[src/rtl/sap_cpu_core_if.sv]
// Memory bus between sap_cpu_core (master) and the program/data RAM (slave).
// Read data is returned the cycle after o_mem_rd; a write lands at the end of the o_mem_we cycle.
interface sap_cpu_core_if #(
    parameter int DATA_W = 8,
    parameter int ADDR_W = 4
);
    logic [ADDR_W-1:0] o_mem_addr;
    logic              o_mem_rd;
    logic [DATA_W-1:0] i_mem_rdata;
    logic              o_mem_we;
    logic [DATA_W-1:0] o_mem_wdata;

    modport master (
        output o_mem_addr,
        output o_mem_rd,
        input  i_mem_rdata,
        output o_mem_we,
        output o_mem_wdata
    );

    modport slave (
        input  o_mem_addr,
        input  o_mem_rd,
        output i_mem_rdata,
        input  o_mem_we,
        input  o_mem_wdata
    );
endinterface

[src/rtl/sap_cpu_core.sv]
// Multi-cycle accumulator CPU (T0 fetch, T1 decode, T2 execute, T3 memory operand).
// Optional SAP_SINGLE_STEP_EN adds i_step: the core waits in T0 until i_step is sampled high.
module sap_cpu_core #(
    parameter int DATA_W = 8,
    parameter int ADDR_W = 4
) (
    input  logic              i_clk,
    input  logic              i_rst,
`ifdef SAP_SINGLE_STEP_EN
    input  logic              i_step,
`endif
    sap_cpu_core_if.master    mem,
    output logic [DATA_W-1:0] o_out,
    output logic              o_out_valid,
    output logic              o_halted,
    output logic              o_flag_c,
    output logic              o_flag_z,
    output logic              o_illegal
);
    typedef enum logic [1:0] {T0, T1, T2, T3} stage_e;

    typedef enum logic [3:0] {
        OP_NOP = 4'b0000,
        OP_LDA = 4'b0001,
        OP_ADD = 4'b0010,
        OP_SUB = 4'b0011,
        OP_STA = 4'b0100,
        OP_LDI = 4'b0101,
        OP_JMP = 4'b0110,
        OP_JC  = 4'b0111,
        OP_JZ  = 4'b1000,
        OP_OUT = 4'b1110,
        OP_HLT = 4'b1111
    } opcode_e;

    stage_e            stage_q, stage_d;
    logic [ADDR_W-1:0] pc_q, pc_d;
    logic [DATA_W-1:0] a_q, a_d;
    logic [DATA_W-1:0] ir_q, ir_d;
    logic              c_q, c_d;
    logic              z_q, z_d;
    logic [DATA_W-1:0] out_q, out_d;
    logic              out_valid_q, out_valid_d;
    logic              halted_q, halted_d;
    logic              illegal_q, illegal_d;

    logic              step_ok;
    opcode_e           opcode;
    logic [ADDR_W-1:0] operand;
    logic [DATA_W:0]   sum;

`ifdef SAP_SINGLE_STEP_EN
    assign step_ok = i_step;
`else
    assign step_ok = 1'b1;
`endif

    assign opcode  = opcode_e'(ir_q[DATA_W-1 -: 4]);
    assign operand = ir_q[ADDR_W-1:0];
    assign sum     = {1'b0, a_q} + {1'b0, mem.i_mem_rdata};

    always_ff @(posedge i_clk or negedge i_rst) begin
        if (!i_rst) begin
            stage_q     <= T0;
            pc_q        <= '0;
            a_q         <= '0;
            ir_q        <= '0;
            c_q         <= 1'b0;
            z_q         <= 1'b0;
            out_q       <= '0;
            out_valid_q <= 1'b0;
            halted_q    <= 1'b0;
            illegal_q   <= 1'b0;
        end else begin
            stage_q     <= stage_d;
            pc_q        <= pc_d;
            a_q         <= a_d;
            ir_q        <= ir_d;
            c_q         <= c_d;
            z_q         <= z_d;
            out_q       <= out_d;
            out_valid_q <= out_valid_d;
            halted_q    <= halted_d;
            illegal_q   <= illegal_d;
        end
    end

    always_comb begin
        stage_d         = stage_q;
        pc_d            = pc_q;
        a_d             = a_q;
        ir_d            = ir_q;
        c_d             = c_q;
        z_d             = z_q;
        out_d           = out_q;
        out_valid_d     = 1'b0;
        halted_d        = halted_q;
        illegal_d       = 1'b0;
        mem.o_mem_addr  = pc_q;
        mem.o_mem_rd    = 1'b0;
        mem.o_mem_we    = 1'b0;

        case (stage_q)
            T0: begin
                // A halted core parks here with no bus activity.
                if (!halted_q && step_ok) begin
                    mem.o_mem_rd = 1'b1;
                    stage_d      = T1;
                end
            end
            T1: begin
                ir_d    = mem.i_mem_rdata;
                pc_d    = pc_q + ADDR_W'(1);
                stage_d = T2;
            end
            T2: begin
                stage_d = T0;
                case (opcode)
                    OP_NOP: ;
                    OP_LDI: a_d = {{(DATA_W-ADDR_W){1'b0}}, operand};
                    OP_JMP: pc_d = operand;
                    OP_JC:  if (c_q) pc_d = operand;
                    OP_JZ:  if (z_q) pc_d = operand;
                    OP_OUT: begin
                        out_d       = a_q;
                        out_valid_d = 1'b1;
                    end
                    OP_STA: begin
                        mem.o_mem_addr = operand;
                        mem.o_mem_we   = 1'b1;
                    end
                    OP_LDA, OP_ADD, OP_SUB: begin
                        mem.o_mem_addr = operand;
                        mem.o_mem_rd   = 1'b1;
                        stage_d        = T3;
                    end
                    OP_HLT: halted_d = 1'b1;
                    default: illegal_d = 1'b1;
                endcase
            end
            T3: begin
                stage_d = T0;
                case (opcode)
                    OP_LDA: a_d = mem.i_mem_rdata;
                    OP_ADD: begin
                        {c_d, a_d} = sum;
                        z_d        = (sum[DATA_W-1:0] == '0);
                    end
                    OP_SUB: begin
                        a_d = a_q - mem.i_mem_rdata;
                        c_d = (a_q >= mem.i_mem_rdata);
                        z_d = (a_q == mem.i_mem_rdata);
                    end
                    default: ;
                endcase
            end
            default: stage_d = T0;
        endcase
    end

    assign mem.o_mem_wdata = a_q;
    assign o_out           = out_q;
    assign o_out_valid     = out_valid_q;
    assign o_halted        = halted_q;
    assign o_flag_c        = c_q;
    assign o_flag_z        = z_q;
    assign o_illegal       = illegal_q;
endmodule

[src/flat_wrapper.sv]
// flat-port wrapper written by rule: the top's interface ports become plain ports
module sap_cpu_core_flat 
#(
    parameter int DATA_W = 8,
    parameter int ADDR_W = 4
)
  (i_clk, i_rst, o_out, o_out_valid, o_halted, o_flag_c, o_flag_z, o_illegal, mem_o_mem_addr, mem_o_mem_rd, mem_i_mem_rdata, mem_o_mem_we, mem_o_mem_wdata);
  sap_cpu_core_if #(.DATA_W(DATA_W), .ADDR_W(ADDR_W)) mem_i ();
  input  logic i_clk;
  input  logic i_rst;
  output logic [DATA_W-1:0] o_out;
  output logic o_out_valid;
  output logic o_halted;
  output logic o_flag_c;
  output logic o_flag_z;
  output logic o_illegal;
  output wire logic [$bits(mem_i.o_mem_addr)-1:0] mem_o_mem_addr;
  output wire logic [$bits(mem_i.o_mem_rd)-1:0] mem_o_mem_rd;
  input wire logic [$bits(mem_i.i_mem_rdata)-1:0] mem_i_mem_rdata;
  output wire logic [$bits(mem_i.o_mem_we)-1:0] mem_o_mem_we;
  output wire logic [$bits(mem_i.o_mem_wdata)-1:0] mem_o_mem_wdata;
  assign mem_o_mem_addr = mem_i.o_mem_addr;
  assign mem_o_mem_rd = mem_i.o_mem_rd;
  assign mem_i.i_mem_rdata = mem_i_mem_rdata;
  assign mem_o_mem_we = mem_i.o_mem_we;
  assign mem_o_mem_wdata = mem_i.o_mem_wdata;
  sap_cpu_core #(.DATA_W(DATA_W), .ADDR_W(ADDR_W)) u_core (.i_clk(i_clk), .i_rst(i_rst), .mem(mem_i), .o_out(o_out), .o_out_valid(o_out_valid), .o_halted(o_halted), .o_flag_c(o_flag_c), .o_flag_z(o_flag_z), .o_illegal(o_illegal));
endmodule
[config.mk]
export PLATFORM = sky130hd
export DESIGN_NAME = sap_cpu_core_flat
export DESIGN_NICKNAME = d
export VERILOG_FILES = /design/src/rtl/sap_cpu_core_if.sv /design/src/rtl/sap_cpu_core.sv /design/src/flat_wrapper.sv
export SDC_FILE = /design/constraint.sdc
export NUM_CORES = 1
export LEC_CHECK = 0
export CAP_MARGIN = 10
export CORE_ASPECT_RATIO = 2
export CORE_MARGIN = 8
export CORE_UTILIZATION = 45
export DETAILED_ROUTE_END_ITERATION = 10
export PLACE_DENSITY = 0.73
export SLEW_MARGIN = 5
export SYNTH_ARGS = -nofsm -noshare
export SYNTH_HDL_FRONTEND = slang
export SYNTH_SLANG_ARGS = --single-unit
[constraint.sdc]
create_clock -name i_clk -period 6.2 [get_ports i_clk]
set_clock_uncertainty 0.2 [all_clocks]
set_input_delay 0.93 -clock i_clk [delete_from_list [all_inputs] [get_ports i_clk]]
set_output_delay 0.93 -clock i_clk [all_outputs]
set_load 0.05 [all_outputs]
Yosys cells after proc, flatten, opt, wreduce, memory -nomap -nowiden. Cells that the tools add are included.

Add/sub/neg operators: 3. Multiplexer cells: 23. Eq/ne operators: 20. Magnitude comparators: 1. Reductions and logical operators: 14.

Operator list (number): 8-bit one-hot mux with 3 select lines (1); 4-bit by 3-bit == test with 1-bit output (second input constant) (4); 4-bit two-way mux (4); 8-bit one-hot mux with 2 select lines (1); 4-bit == test (second input constant) (3); 4-bit one-hot mux with 3 select lines (1); 11-bit OR reduction (1); 8-bit by 8-bit adder with 9-bit output (1); 4-bit by 2-bit == test with 1-bit output (second input constant) (2); 8-bit == test (1); 8-bit >= comparator (1); 8-bit logical NOT (1); 1-bit two-way mux (8); 8-bit two-way mux (1); 2-bit one-hot mux with 4 select lines (1); 4-bit one-hot mux with 2 select lines (1); 8-bit subtractor (1); 3-bit by 2-bit inequality test with 1-bit output (second input constant) (2); 1-bit one-hot mux with 2 select lines (3); 2-bit AND reduction (3); 2-bit nonzero test (3); 4-bit by 1-bit adder with 4-bit output (second input constant) (1); 2-bit == test (second input constant) (2); 4-bit by 1-bit == test with 1-bit output (second input constant) (1); 11 further kinds (13).

Register bits: 35. Output and inout port bits: 27. Bits of input ports: 10. Logic and storage cells: 71.

Longest topological paths before layout.
Word-level depth: 4. Gate-level depth with buffers: 10. Mapped depth without buffers: 10.

Worst setup path after synthesis. No wires, ideal clock.

Path type: register to output. Start: register u_core.stage_q[0]. End: output port mem_o_mem_addr[0]. Arrival time: 2344 ps. Buffers on the path: 1. Slack: 2726 ps. Stages on the path, launching flop included: 8. Data required time: 5070 ps. Cell sequence: dfrtp_1 inv_1 ha_1 clkbuf_1 inv_1 nor2_1 nand2_1 o21ai_0.

Cells in the longest elaborated chain, start to end: 2.

RTL lines: from (decl) (line sap_cpu_core.sv:36) `stage_e stage_q, stage_d;`; from (signal assigned) (line sap_cpu_core.sv:75) `stage_q <= stage_d;`; 2-bit == test (line sap_cpu_core.sv:103) `case (stage_q)`; 4-bit two-way mux (line sap_cpu_core.sv:103); to (decl) (line flat_wrapper.sv:17) `output wire logic [$bits(mem_i.o_mem_addr)-1:0] mem_o_mem_addr;`.

No other way between the ends.

Worst setup path after layout. Same ends and word-level chain as after synthesis.

==> impl_metrics.toml <==
[setup_path]
critPathRequiredTime_ps = 5070
cpMaxStageDelayCell = "sky130_fd_sc_hd__clkdlybuf4s50_1"
timing.reg2reg.setup_slack_ps = 3590
critical_path.reg2reg.endpoint = "u_core.mem.o_mem_wdata[6]"
signal_arrival_time_at_the_worst_endpoint_ps = 2790
critical_path.reg2reg.startpoint = "u_core.mem.o_mem_wdata[0]"
critical-path-max-stage-delay_ps = 840
path_common_cell = "sky130_fd_sc_hd__inv_1"
setup.worst_path.start = "u_core.stage_q[0]"
rr_worst_depth = 10
worst_setup_path_endpoint = "mem_o_mem_addr[0]"
crit_path_cells = "inv_1 > ha_1 > inv_1 > nor2_1 > nand2_1 > o21ai_0 > clkdlybuf4s50_1"
worst_setup_path_start_kind = "flop"
worst-setup-path-type = "reg2out"
crit_fanout = 8
worst_setup_path_end_kind = "output pin"

[synth]
synth_sequential_area_ratio_pct = 34.81
post-synth-top-area-fraction_pct = 34.81
netlist-cell-type-count = 58
synth_nets = 305
async_flop_share_pct = 100.0
simple_gate_area_share_of_the_yosys_netlist_pct = 14.62
synth_top_family_by_area = "compound AO/OA/AOI/OAI gates"
synth_most_common_cell = "sky130_fd_sc_hd__dfrtp_1"
synthXorXnorAreaFrac_pct = 2.437
post_synth_instance_area_um2 = 2516
synthCells = 271
multiplexer_area_fraction_after_synthesis_pct = 10.04
synth.area.top_cells = "sky130_fd_sc_hd__dfrtp_1 (35%), sky130_fd_sc_hd__ha_1 (11%), sky130_fd_sc_hd__mux2_2 (8.1%)"
synth_top_flop_cell = "sky130_fd_sc_hd__dfrtp_1"
synth-edff-count = 0
synth.largest_area_cell = "sky130_fd_sc_hd__dfrtp_1"
post_synth_most_frequent_cells = "sky130_fd_sc_hd__dfrtp_1 (35), sky130_fd_sc_hd__nand2_1 (26), sky130_fd_sc_hd__o21ai_0 (24), sky130_fd_sc_hd__ha_1 (22), sky130_fd_sc_hd__inv_1 (20)"
syn_avg_cell_area_um2 = 9.285
synthesis.yosys.warnings = 0
compound_gate_fraction_of_synth_area_pct = 19.99
synth-adder-area-share_pct = 12.53
ys_ff_latch = 35

[floorplan]
die_width_um = 68.88
floorplan.io_pins = 37
floorplan.die.height_um = 121.8
start_util_pct = 46.42
die-area_um2 = 8386
core_area_um2 = 5420
rows = 38

[layout]
design.final.nets = 335
drive_above_1_share_pct = 9.603
area_delta_synth_final_pct = 17.90
antenna_cells_inserted = 0

[drt]
firstDrtPassIters = 4
via_per_inst = 6.030
route.final.wire_length_mm = 6.456
routed-via-count = 2183
route.detailed.drc = 0
detail-route-antenna-nets = 0
detail_route.wl_per_cell_um = 17.83
drc_violation_total_after_the_first_tritonroute_iteration = 125

[power]
static_leak_uw = 0.001318
power_per_cell_area_nw_per_um2 = 595.7
max-vdd-ir-drop_v = 0.0003396

[clock_network]
htree_levels = 2
cts_buffers = 5
root_buffer = "sky130_fd_sc_hd__clkbuf_8"
clock_sinks = 35
worstSkewPairLatency_ps = 290
tritoncts = "built"
cts_setup_buffers = 0
cts_repair_resize_count = 0
clk_transition_reported_paths_ps = 70
cts.path.max_buffers = 2
hold_buffers = 0

[timing]
grt_setup_unrepaired = "no"
setup_total_negative_slack_ps = 0
timing.final.ws_setup_ps = 2276
final-max-slew-violation-count = 0
final-hold-violation-count = 0
timing.final.crit_share_pct = 63.29
max_freq_mhz = 254.8
timing.max_slew.rel_slack_pct = 35.99
tightestPinTransition_ps = 956.6
final-setup-viol-count = 0
finalWorstPathRequiredPeriod_ps = 3924

[placement]
number_of_i_o_port_buffers = 36
place_ws_ps = 2558
globalplace.congestion = 0.9303
post-dp-hpwl_mm = 4.816

[run_status]
outcome = "completed"

[grt]
vias_in_the_first_global_route = 2203
grt_start_max_net_pins = 36
grt_first_pass_wirelength_mm = 10.60
global_route.overflow_total = 0
number_of_antenna_violations_at_the_first_check_in_global_routing = 0
grt_use_total_pct = 16.48

[worst_hold_path]
whs_path_depth = 1
timing.hold.worst.class = "reg2reg"

[flow_run]
drv_cap = 0
==> per-stage QoR <==
| step | utilization (%) | total power, µW | cells | hold slack [ps] | cell area, µm² |
|---|---|---|---|---|---|
| after floorplan | - | 1275 | 271 | 299.5 | 2516 |
| after global placement | 53.23 | 1585 | 354 | 288.9 | 2885 |
| after detailed placement | 53.23 | 1605 | 354 | 294.5 | 2885 |
| after CTS | 54.73 | 1771 | 362 | 310.7 | 2967 |
| after global routing | 54.73 | 1886 | 362 | 330.5 | 2967 |
| final | 54.73 | 1767 | 362 | 306.9 | 2967 |
==> layout make-up <==
cell class	count	area (µm²)
timing repair buffer	36	355.3
clock inverter	1	5.005
fill	526	2454
multi-input combinational	202	1500
clock buffer	7	76.32
sequential	35	875.8
inverter	21	78.83
tap	60	75.07
==> placed cells by master (no fill, tap or decap), types with 3 or more instances in the layout <==
cell	netlist	final
sky130_fd_sc_hd__a21oi_1	11	11
sky130_fd_sc_hd__clkbuf_8	0	5
sky130_fd_sc_hd__clkdlybuf4s50_1	0	35
sky130_fd_sc_hd__xor2_1	3	3
sky130_fd_sc_hd__ha_1	22	22
sky130_fd_sc_hd__nor3_1	4	4
sky130_fd_sc_hd__dfrtp_1	35	35
sky130_fd_sc_hd__a31oi_1	3	3
sky130_fd_sc_hd__inv_1	20	20
sky130_fd_sc_hd__mux2i_1	5	5
sky130_fd_sc_hd__nand2_1	26	26
sky130_fd_sc_hd__o211ai_1	3	3
sky130_fd_sc_hd__and3_1	4	4
sky130_fd_sc_hd__nand3_1	6	6
sky130_fd_sc_hd__mux2_2	18	18
sky130_fd_sc_hd__xnor2_1	4	4
sky130_fd_sc_hd__nor2_1	16	16
sky130_fd_sc_hd__o21a_1	3	3
sky130_fd_sc_hd__o21ai_0	24	24
==> state kept, by name, summed over array words and instances (netlist names) <==
name	cells
u_core.o_out_valid	1
u_core.pc_q	4
u_core.o_flag_z	1
u_core.ir_q	8
u_core.o_illegal	1
u_core.stage_q	2
u_core.o_out	8
u_core.o_halted	1
u_core.mem.o_mem_wdata	8
u_core.o_flag_c	1
==> critical path: cells and delay by family, from the launching register on <==
family	cells	cell delay, ps
compound gates	1	250
simple gates	2	340
flops	1	430
fa+ha+maj	1	340
buf+inv	3	1130
==> metal layers <==
layer	wire [µm]	global-route usage [%]
met1	2431	17.87
met2	3528	28.35
met3	277	2.484
met4	218	9.861
met5	0	0
==> power by group <==
part | internal, µW | leakage (µW) | total [µW] | switching, µW
sequential | 330 | 0.000442 | 459 | 129
clock | 78.9 | 0.0000422 | 163 | 83.9
combinational | 435 | 0.000833 | 1150 | 710
total | 844 | 0.00132 | 1770 | 923
==> kinds of logic (layout without fill, tap and decap cells) <==
| logic type | count (synthesis) | after routing |
|---|---|---|
| AO/OA/AOI/OAI | 73 | 73 |
| XOR/XNOR | 7 | 7 |
| adder cells (fa/ha/maj) | 24 | 24 |
| buffers and inverters | 34 | 65 |
| AND/OR/NAND/NOR | 75 | 75 |
| flip-flops | 35 | 35 |
| multiplexers | 23 | 23 |
==> worst min-delay path by stage <==
stage                      start                end  slack, ps
3_3_place_gp     u_core.o_out[7]    u_core.o_out[7]        290
6_report         u_core.o_out[6]    u_core.o_out[6]        310
3_5_place_dp     u_core.o_out[6]    u_core.o_out[6]        290
5_1_grt          u_core.o_out[4]    u_core.o_out[4]        330
4_1_cts          u_core.o_out[6]    u_core.o_out[6]        310
2_1_floorplan  u_core.stage_q[1]  u_core.stage_q[1]        300
No activity file was read; power rests on OpenSTA's default activity.
